$ cat src/rtl/chs_pkg.sv
// Shared types and constants for the cool/heat actuator controller.
package chs_pkg;

  localparam int CHS_PWR_W = 5;
  localparam logic [CHS_PWR_W-1:0] CHS_PWR_MAX = 5'd31;

  localparam logic CHS_COOL = 1'b0;
  localparam logic CHS_HEAT = 1'b1;

  // Actuator FSM states; IDLE and DEAD both hold power at zero.
  typedef enum logic [1:0] {
    ST_IDLE  = 2'd0,
    ST_RUN   = 2'd1,
    ST_DRAIN = 2'd2,
    ST_DEAD  = 2'd3
  } chs_state_e;

  // One ramp step from cur toward tgt; never overshoots, so it cannot wrap.
  function automatic logic [CHS_PWR_W-1:0] step_toward(
    input logic [CHS_PWR_W-1:0] cur,
    input logic [CHS_PWR_W-1:0] tgt
  );
    logic [CHS_PWR_W-1:0] res;
    res = cur;
    if (cur < tgt && cur != CHS_PWR_MAX) begin
      res = cur + 1'b1;
    end else if (cur > tgt && cur != '0) begin
      res = cur - 1'b1;
    end
    return res;
  endfunction

endpackage

$ cat src/rtl/chs_actuator_ctrl_if.sv
// Signal bundle between the decision logic and the actuator controller.
// There is no valid/ready handshake: every input is a level, sampled on every
// rising clock edge, and every output is a level that is meaningful each cycle.
interface chs_actuator_ctrl_if;
  import chs_pkg::*;

  logic                 enable;
  logic [CHS_PWR_W-1:0] chs_power;
  logic                 chs_mode;
  logic                 cool_pwm;
  logic                 heat_pwm;
  logic [CHS_PWR_W-1:0] cur_power;
  logic                 cur_mode;
  logic                 busy;
  chs_state_e           dbg_state;

  modport master (
    output enable, chs_power, chs_mode,
    input  cool_pwm, heat_pwm, cur_power, cur_mode, busy, dbg_state
  );

  modport slave (
    input  enable, chs_power, chs_mode,
    output cool_pwm, heat_pwm, cur_power, cur_mode, busy, dbg_state
  );

endinterface

$ cat src/rtl/chs_pwm_gen.sv
// Free-running 31-cycle PWM counter and duty comparator.
module chs_pwm_gen
  import chs_pkg::*;
(
  input  logic                 i_clk,
  input  logic                 i_rst_n,
  input  logic [CHS_PWR_W-1:0] i_cur_power,
  output logic                 o_pwm_on
);

  localparam logic [CHS_PWR_W-1:0] PWM_LAST = CHS_PWR_MAX - 5'd1;

  logic [CHS_PWR_W-1:0] r_pwm_cnt;

  // Count 0..30 and wrap, so power 31 is on for the whole period.
  always_ff @(posedge i_clk or negedge i_rst_n) begin
    if (!i_rst_n) begin
      r_pwm_cnt <= '0;
    end else if (r_pwm_cnt == PWM_LAST) begin
      r_pwm_cnt <= '0;
    end else begin
      r_pwm_cnt <= r_pwm_cnt + 1'b1;
    end
  end

  assign o_pwm_on = (r_pwm_cnt < i_cur_power);

endmodule

$ cat src/rtl/chs_actuator_ctrl.sv
// Ramped, direction-safe PWM drive for the cooler and heater.
module chs_actuator_ctrl
  import chs_pkg::*;
#(
  parameter int RAMP_DIV = 16,
  parameter int DEAD_CYC = 8
) (
  input  logic               clk,
  input  logic               rst_n,
  chs_actuator_ctrl_if.slave bus
);

  localparam int PRE_W  = (RAMP_DIV > 2) ? $clog2(RAMP_DIV) : 1;
  localparam int DEAD_W = (DEAD_CYC > 1) ? $clog2(DEAD_CYC) : 1;
  localparam logic [PRE_W-1:0]  PRE_LAST  = PRE_W'(RAMP_DIV - 1);
  localparam logic [DEAD_W-1:0] DEAD_LAST = DEAD_W'(DEAD_CYC - 1);

  logic [CHS_PWR_W-1:0] r_tgt_power;
  logic                 r_tgt_mode;
  logic [PRE_W-1:0]     r_presc;
  chs_state_e           r_state;
  logic [CHS_PWR_W-1:0] r_cur_power;
  logic                 r_cur_mode;
  logic [DEAD_W-1:0]    r_dead_cnt;
  logic                 r_cool_pwm;
  logic                 r_heat_pwm;

  chs_state_e           w_state_nxt;
  logic [CHS_PWR_W-1:0] w_power_nxt;
  logic                 w_mode_nxt;
  logic [DEAD_W-1:0]    w_dead_nxt;
  logic                 w_tick;
  logic                 w_mismatch;
  logic                 w_pwm_on;
  logic                 w_drive;

  // Register the requests; a disabled controller targets zero power.
  always_ff @(posedge clk or negedge rst_n) begin
    if (!rst_n) begin
      r_tgt_power <= '0;
      r_tgt_mode  <= CHS_COOL;
    end else begin
      r_tgt_power <= bus.enable ? bus.chs_power : '0;
      r_tgt_mode  <= bus.chs_mode;
    end
  end

  // Ramp prescaler, free-running from reset.
  always_ff @(posedge clk or negedge rst_n) begin
    if (!rst_n) begin
      r_presc <= '0;
    end else if (r_presc == PRE_LAST) begin
      r_presc <= '0;
    end else begin
      r_presc <= r_presc + 1'b1;
    end
  end

  assign w_tick     = (r_presc == PRE_LAST);
  // A zero target never asks for a direction change.
  assign w_mismatch = (r_tgt_power != '0) && (r_tgt_mode != r_cur_mode);

  // FSM state, applied power/direction and dead-time counter.
  always_ff @(posedge clk or negedge rst_n) begin
    if (!rst_n) begin
      r_state     <= ST_IDLE;
      r_cur_power <= '0;
      r_cur_mode  <= CHS_COOL;
      r_dead_cnt  <= '0;
    end else begin
      r_state     <= w_state_nxt;
      r_cur_power <= w_power_nxt;
      r_cur_mode  <= w_mode_nxt;
      r_dead_cnt  <= w_dead_nxt;
    end
  end

  // Next-state logic: ramp in RUN, drain to zero and wait out dead time on a
  // direction change; a cleared mismatch during DRAIN resumes RUN directly.
  always_comb begin
    w_state_nxt = r_state;
    w_power_nxt = r_cur_power;
    w_mode_nxt  = r_cur_mode;
    w_dead_nxt  = r_dead_cnt;
    case (r_state)
      ST_IDLE: begin
        if (w_mismatch) begin
          w_state_nxt = ST_DEAD;
          w_dead_nxt  = '0;
        end else if (r_tgt_power != '0) begin
          w_state_nxt = ST_RUN;
        end
      end
      ST_RUN: begin
        if (w_mismatch) begin
          w_state_nxt = ST_DRAIN;
        end else if (r_cur_power == '0 && r_tgt_power == '0) begin
          w_state_nxt = ST_IDLE;
        end else if (w_tick) begin
          w_power_nxt = step_toward(r_cur_power, r_tgt_power);
        end
      end
      ST_DRAIN: begin
        if (!w_mismatch) begin
          w_state_nxt = ST_RUN;
        end else if (r_cur_power == '0) begin
          w_state_nxt = ST_DEAD;
          w_dead_nxt  = '0;
        end else if (w_tick) begin
          w_power_nxt = r_cur_power - 1'b1;
          if (r_cur_power == CHS_PWR_W'(1)) begin
            w_state_nxt = ST_DEAD;
            w_dead_nxt  = '0;
          end
        end
      end
      ST_DEAD: begin
        // The dead interval always runs to completion before the flip.
        if (r_dead_cnt == DEAD_LAST) begin
          w_mode_nxt  = r_tgt_mode;
          w_state_nxt = ST_RUN;
        end else begin
          w_dead_nxt = r_dead_cnt + 1'b1;
        end
      end
      default: begin
        w_state_nxt = ST_IDLE;
      end
    endcase
  end

  chs_pwm_gen u_pwm_gen (
    .i_clk       (clk),
    .i_rst_n     (rst_n),
    .i_cur_power (r_cur_power),
    .o_pwm_on    (w_pwm_on)
  );

  assign w_drive = w_pwm_on && (r_state == ST_RUN || r_state == ST_DRAIN);

  // Registered drives; steering by a single mode bit keeps them exclusive.
  always_ff @(posedge clk or negedge rst_n) begin
    if (!rst_n) begin
      r_cool_pwm <= 1'b0;
      r_heat_pwm <= 1'b0;
    end else begin
      r_cool_pwm <= w_drive & (r_cur_mode == CHS_COOL);
      r_heat_pwm <= w_drive & (r_cur_mode == CHS_HEAT);
    end
  end

  assign bus.cool_pwm  = r_cool_pwm;
  assign bus.heat_pwm  = r_heat_pwm;
  assign bus.cur_power = r_cur_power;
  assign bus.cur_mode  = r_cur_mode;
  assign bus.dbg_state = r_state;
  assign bus.busy      = (r_cur_power != r_tgt_power) || w_mismatch ||
                         (r_state == ST_DRAIN) || (r_state == ST_DEAD);

endmodule

$ cat src/flat_wrapper.sv
// flat-port wrapper written by rule: the top's interface ports become plain ports
module chs_actuator_ctrl_flat import chs_pkg::*;
#(
  parameter int RAMP_DIV = 16,
  parameter int DEAD_CYC = 8
)
  (clk, rst_n, bus_enable, bus_chs_power, bus_chs_mode, bus_cool_pwm, bus_heat_pwm, bus_cur_power, bus_cur_mode, bus_busy, bus_dbg_state);
  chs_actuator_ctrl_if bus_i ();
  input  logic clk;
  input  logic rst_n;
  input wire logic [$bits(bus_i.enable)-1:0] bus_enable;
  input wire logic [$bits(bus_i.chs_power)-1:0] bus_chs_power;
  input wire logic [$bits(bus_i.chs_mode)-1:0] bus_chs_mode;
  output wire logic [$bits(bus_i.cool_pwm)-1:0] bus_cool_pwm;
  output wire logic [$bits(bus_i.heat_pwm)-1:0] bus_heat_pwm;
  output wire logic [$bits(bus_i.cur_power)-1:0] bus_cur_power;
  output wire logic [$bits(bus_i.cur_mode)-1:0] bus_cur_mode;
  output wire logic [$bits(bus_i.busy)-1:0] bus_busy;
  output wire logic [$bits(bus_i.dbg_state)-1:0] bus_dbg_state;
  assign bus_i.enable = bus_enable;
  assign bus_i.chs_power = bus_chs_power;
  assign bus_i.chs_mode = bus_chs_mode;
  assign bus_cool_pwm = bus_i.cool_pwm;
  assign bus_heat_pwm = bus_i.heat_pwm;
  assign bus_cur_power = bus_i.cur_power;
  assign bus_cur_mode = bus_i.cur_mode;
  assign bus_busy = bus_i.busy;
  assign bus_dbg_state = bus_i.dbg_state;
  chs_actuator_ctrl #(.RAMP_DIV(RAMP_DIV), .DEAD_CYC(DEAD_CYC)) u_core (.clk(clk), .rst_n(rst_n), .bus(bus_i));
endmodule
$ cat config.mk
export PLATFORM = sky130hd
export DESIGN_NAME = chs_actuator_ctrl_flat
export DESIGN_NICKNAME = d
export VERILOG_FILES = /design/src/rtl/chs_pkg.sv /design/src/rtl/chs_actuator_ctrl_if.sv /design/src/rtl/chs_pwm_gen.sv /design/src/rtl/chs_actuator_ctrl.sv /design/src/flat_wrapper.sv
export SDC_FILE = /design/constraint.sdc
export NUM_CORES = 1
export LEC_CHECK = 0
export BUFFER_PORTS_ARGS = -buffer_cell sky130_fd_sc_hd__buf_2
export CAP_MARGIN = 20
export CORE_ASPECT_RATIO = 0.5
export CORE_UTILIZATION = 35
export DETAILED_ROUTE_END_ITERATION = 8
export HOLD_SLACK_MARGIN = 0.03
export PLACE_DENSITY = 0.56
export SLEW_MARGIN = 25
export SYNTH_ARGS = -nofsm -noshare
export SYNTH_HDL_FRONTEND = slang
export SYNTH_SLANG_ARGS = --single-unit
$ cat constraint.sdc
create_clock -name clk -period 4.5 [get_ports clk]
set_input_delay 0.225 -clock clk [delete_from_list [all_inputs] [get_ports clk]]
set_output_delay 0.225 -clock clk [all_outputs]
set_load 0.005 [all_outputs]
# After elaboration in Yosys (flattened, before gate mapping)
# Cells that the tools add are included.
# classes
n_addsub	5
mul	0
n_div	0
order_cmp	3
eq_ne	26
n_shift	0
mux	29
bitwise_logic	3
reduce_logical	20
# op_table
op	n
two-way mux 5 bit	10
two-way mux 2 bit	9
two-way mux 3 bit	6
!= test 3 x 1 -> 1 bit (second input constant)	5
adder 5 x 1 -> 5 bit (second input constant)	2
logical NOT 5 bit	2
< comparator 5 bit	2
!= test 2 x 1 -> 1 bit (second input constant)	5
case mux 5 bit (2 select lines)	1
nonzero test 5 bit	2
case mux 3 bit (3 select lines)	1
!= test 2 bit (second input constant)	4
case mux 2 bit (4 select lines)	1
AND reduction 8 bit	1
AND reduction 6 bit	1
== test 5 x 1 -> 1 bit (second input constant)	1
== test 5 bit (second input constant)	1
greater-than comparator 5 bit	1
logical AND 1 bit	5
!= test 5 bit	1
!= test 5 bit (second input constant)	1
AND reduction 5 bit	1
subtractor 5 x 1 -> 5 bit (second input constant)	1
adder 4 x 1 -> 4 bit (second input constant)	1
16 further kinds	21
# word_totals
register_bits	28
latch_bits	0
ram_bits	0
mem_bits_ro	0
out_inout_bits	11
wordCells	96
n_memories	0

# Logic depth before layout (Yosys ltp)
# depth
word_depth	8
depth_mapped	8
depth_no_buf	8

# By module
# Synthesis repeated with hierarchy kept, for this count alone.
# hier_totals
hier_cells	170
hier_area_um2	1726.7
# modules_own_cells
mod	instances	cells_per_inst	area_per_inst_um2	seq_area_each_um2
chs_actuator_ctrl	1	135	1388.8	575.6
chs_pwm_gen	1	35	337.8	125.1

# Least setup slack after synthesis
# No wires, ideal clock.
# synth_timing
path_kind	flip-flop to flip-flop
start	register u_core.r_cur_power[2], in the netlist u_core.bus.cur_power[2]
end	register u_core.r_cur_power[3], in the netlist u_core.bus.cur_power[3]
setup_time_ns	0.080
t_arrival_ns	1.969
required_time_ns	4.420
slack_ns	2.451
stages_incl_launch_ff	8
n_path_buf	0
period_less_slack_ns	2.049
cell_sequence	dfrtp_1 ha_1 a211oi_1 nor2_1 nor4_4 nand4_1 a211oi_2 xnor2_1
# synth_via
elab_chain_cells	7
elab_cells_between_ends	23
cone_classes	add/sub (2); order compare (2); eq/ne (4); mux (9); reduce/logical (6)
# synth_rtl
item	line	source
start, declared	chs_actuator_ctrl.sv:22	logic [CHS_PWR_W-1:0] r_cur_power;
start signal, assigned	chs_actuator_ctrl.sv:72	r_cur_power <= w_power_nxt;
subtractor 5 x 1 -> 5 bit, or another cell as far along	chs_pkg.sv:28, chs_actuator_ctrl.sv:110	
two-way mux 5 bit or logical AND 1 bit (tied branches)	chs_pkg.sv:27, chs_pkg.sv:25	
two-way mux 5 bit	chs_pkg.sv:25	if (cur < tgt && cur != CHS_PWR_MAX) begin
two-way mux 5 bit	chs_actuator_ctrl.sv:99	end else if (w_tick) begin
two-way mux 5 bit	chs_actuator_ctrl.sv:97	end else if (r_cur_power == '0 && r_tgt_power == '0) begin
two-way mux 5 bit	chs_actuator_ctrl.sv:95	if (w_mismatch) begin
case mux 5 bit (2 select lines)	chs_actuator_ctrl.sv:85	case (r_state)
# Parallel ways exist; a longest one is shown, timed or not. The select of a mux whose other input is x is not followed.
# A chain may end at the register's enable or synchronous reset.

# Worst setup path in the final report
# Ends and elaborated chain as after synthesis.

==> qor.csv <==
metric;value;unit
Vias per Instance;4.81;
largest fanout on the critical path;9;
final instance area;1980;µm²
Wirelength per Cell;12.5;µm
max_cap viols;0;
CTS sink cnt;28;
vias in the first global route;1203;
Worst Skew;0.00239;ns
Worst-path clk slew;0.09;ns
setup ws final;2.26;ns
Total GRT Usage;13.8;%
layout cells sized above 1;20.4;%
H-tree levels;1;
fin crit share;49.8;%
drt pass-1 iters;4;
CTS tree;done;
initial antenna violation count;0;
HPWL Detailed;2480;µm
outcome;finished, final reports clean;
placed cell area;1910;µm²
Achievable Freq;447;MHz
CP startpoint kind;flip-flop;
Slew headroom;58.3;%
Final ANT Viol Nets;0;
Final Slew Violations;0;
post-synthesis register bit count;28;
ys async rst share;100;%
die height;51.8;µm
Worst setup EP type;flip-flop;
Core Region;4570;µm²
first-pass GRT wire length;5530;µm
root buffer cell;clkbuf_8;
area of the die;5260;µm²
area grow syn2layout;14.0;%
IO Count;20;
Final setup viols;0;
non-filler instance count after layout;252;
Num CTS Buffers;3;
distinct cell type count after synthesis;39;
largest net degree at the start of global routing;29;
DRT iter0 DRCs;25;
antenna cell count;0;
unrepaired setup endpoints after global routing;no;
Synth Instances;162;
placed insts;247;
Power Density;474;nW/µm²
Seq/Total Area, Yosys;40.4;%
kind of critical path;flip-flop to flip-flop;
Syn Area/Cell;10.7;µm²
Setup TNS;0;ns
Primary FF master, synth;dfrtp_1;
DRT Wirelength;3160;µm
Synth Cell Area;1740;µm²
Yosys Warn Count;0;
Design Power;0.938;mW
DR vias;1213;
P_leak;0.942;nW
row cnt;17;
Crit path required time;4.71;ns
HP Class;input port to flip-flop;
crit path time final;2.24;ns
Min Hold Slack;0.0484;ns
drt drc;0;
Post-CTS Setup Bufs;0;
Setup Slack @ Placement;2.28;ns
Worst-Margin Slew;0.626;ns
Synth Net Count;195;
VDD IR max;0.157;mV
Congestion Overflow GR;0;
worst skew pair latency;0.28;ns
routability cong.;0.828;
DIE WIDTH;102;µm
fin util;43.3;%
final hold viol count;0;
Post-synth EDFFs;0;
Worst EP arrival;2.45;ns
fin nets;220;
# port buffers;19;
clk buf depth;2;
Initial Utilization;37.9;%
-- metal layers --
| metal | vias up | GRT usage (%) | wire [µm] |
|---|---|---|---|
| li1 | 627 | - | - |
| met2 | 12 | 23.0 | 1380 |
| met5 | - | 0 | 0 |
| met4 | 0 | 2.90 | 10 |
| met3 | 3 | 3.76 | 90 |
| met1 | 571 | 18.1 | 1680 |
-- Yosys cell counts (2+ instances only) --
| cell type | count | share of area, % |
|---|---|---|
| mux2_2 | 2 | 1.3 |
| nor4b_2 | 2 | 1.7 |
| mux2i_1 | 4 | 2.3 |
| a21oi_1 | 6 | 1.7 |
| and3_1 | 2 | 0.72 |
| inv_1 | 18 | 3.9 |
| nor2_1 | 6 | 1.3 |
| nand3_1 | 6 | 1.7 |
| a41oi_1 | 2 | 1.0 |
| nand2b_1 | 3 | 1.1 |
| o21ai_0 | 12 | 3.5 |
| nand2_1 | 8 | 1.7 |
| xnor2_1 | 4 | 2.0 |
| a21o_1 | 4 | 1.7 |
| and2_1 | 5 | 1.8 |
| ha_1 | 24 | 17 |
| xor2_1 | 2 | 1.0 |
| nand4_1 | 3 | 1.1 |
| nor4_4 | 2 | 2.5 |
| dfrtp_1 | 28 | 40 |
-- final timing paths --
path | cells after the start | to | start | slack (ns)
worst min-delay path | 1 | u_core.r_tgt_mode | bus_chs_mode | 0.05
worst min register to register | 2 | u_core.r_dead_cnt[1] | u_core.r_dead_cnt[1] | 0.49
max in group asynchronous | 2 | u_core.bus.cur_mode | rst_n | 3.60
min in group asynchronous | 2 | u_core.r_tgt_power[4] | rst_n | 0.49
worst max register to register | 7 | u_core.bus.cur_power[3] | u_core.bus.cur_power[2] | 2.26
worst max-delay path | 7 | u_core.bus.cur_power[3] | u_core.bus.cur_power[2] | 2.26
-- layout make-up --
type	count	area, µm²
Clock buffer	4	55.1
Timing Repair Buffer	20	105
Tap cell	66	82.6
Sequential cell	28	701
Fill cell	442	2590
Multi-Input combinational cell	116	967
Inverter	18	67.6
-- critical path, stage by stage (launching register included) --
cell      delay [ns]
dfrtp_1         0.50
ha_1            0.36
a211oi_1        0.22
nor2_1          0.13
nor4_4          0.41
nand4_1         0.17
a211oi_2        0.26
xnor2_1         0.14
-- registers in the layout (all words and copies together) (netlist names), 2 cells and up --
signal                      cells
u_core.bus.dbg_state            2
u_core.r_dead_cnt               3
u_core.r_presc                  4
u_core.r_tgt_power              5
u_core.u_pwm_gen.r_pwm_cnt      5
u_core.bus.cur_power            5
-- report_power, final --
group / switching [mW] / internal, mW
sequential: 0.0521 / 0.291
combinational: 0.237 / 0.201
clock: 0.0795 / 0.0785
-- layout by cell type (no fill, tap or decap), types with 3 or more instances in the layout --
cell type,n
dfrtp_1,28
ha_1,24
buf_2,19
inv_1,18
o21ai_0,12
nand2_1,8
nor2_1,6
nand3_1,6
a21oi_1,6
and2_1,5
a21o_1,4
xnor2_1,4
mux2i_1,4
clkbuf_8,4
nand2b_1,3
nand4_1,3
-- cell families (layout without fill, tap and decap cells) --
family / after synthesis / count (layout) / share of synthesized area [%]
adder cells (fa/ha/maj): 24 / 24 / 17.3
buffers and inverters: 18 / 42 / 3.89
AND/OR/NAND/NOR: 43 / 43 / 16.4
flip-flops: 28 / 28 / 40.4
XOR/XNOR: 6 / 6 / 3.03
multiplexers: 6 / 6 / 3.60
AO/OA/AOI/OAI: 37 / 37 / 15.4
-- repair_timing --
item                      4_1_cts  5_1_grt
hold buffers                    1        0
hold endpoints to repair       28        0
resized for setup               0        0
No activity file was read; power rests on OpenSTA's default activity.
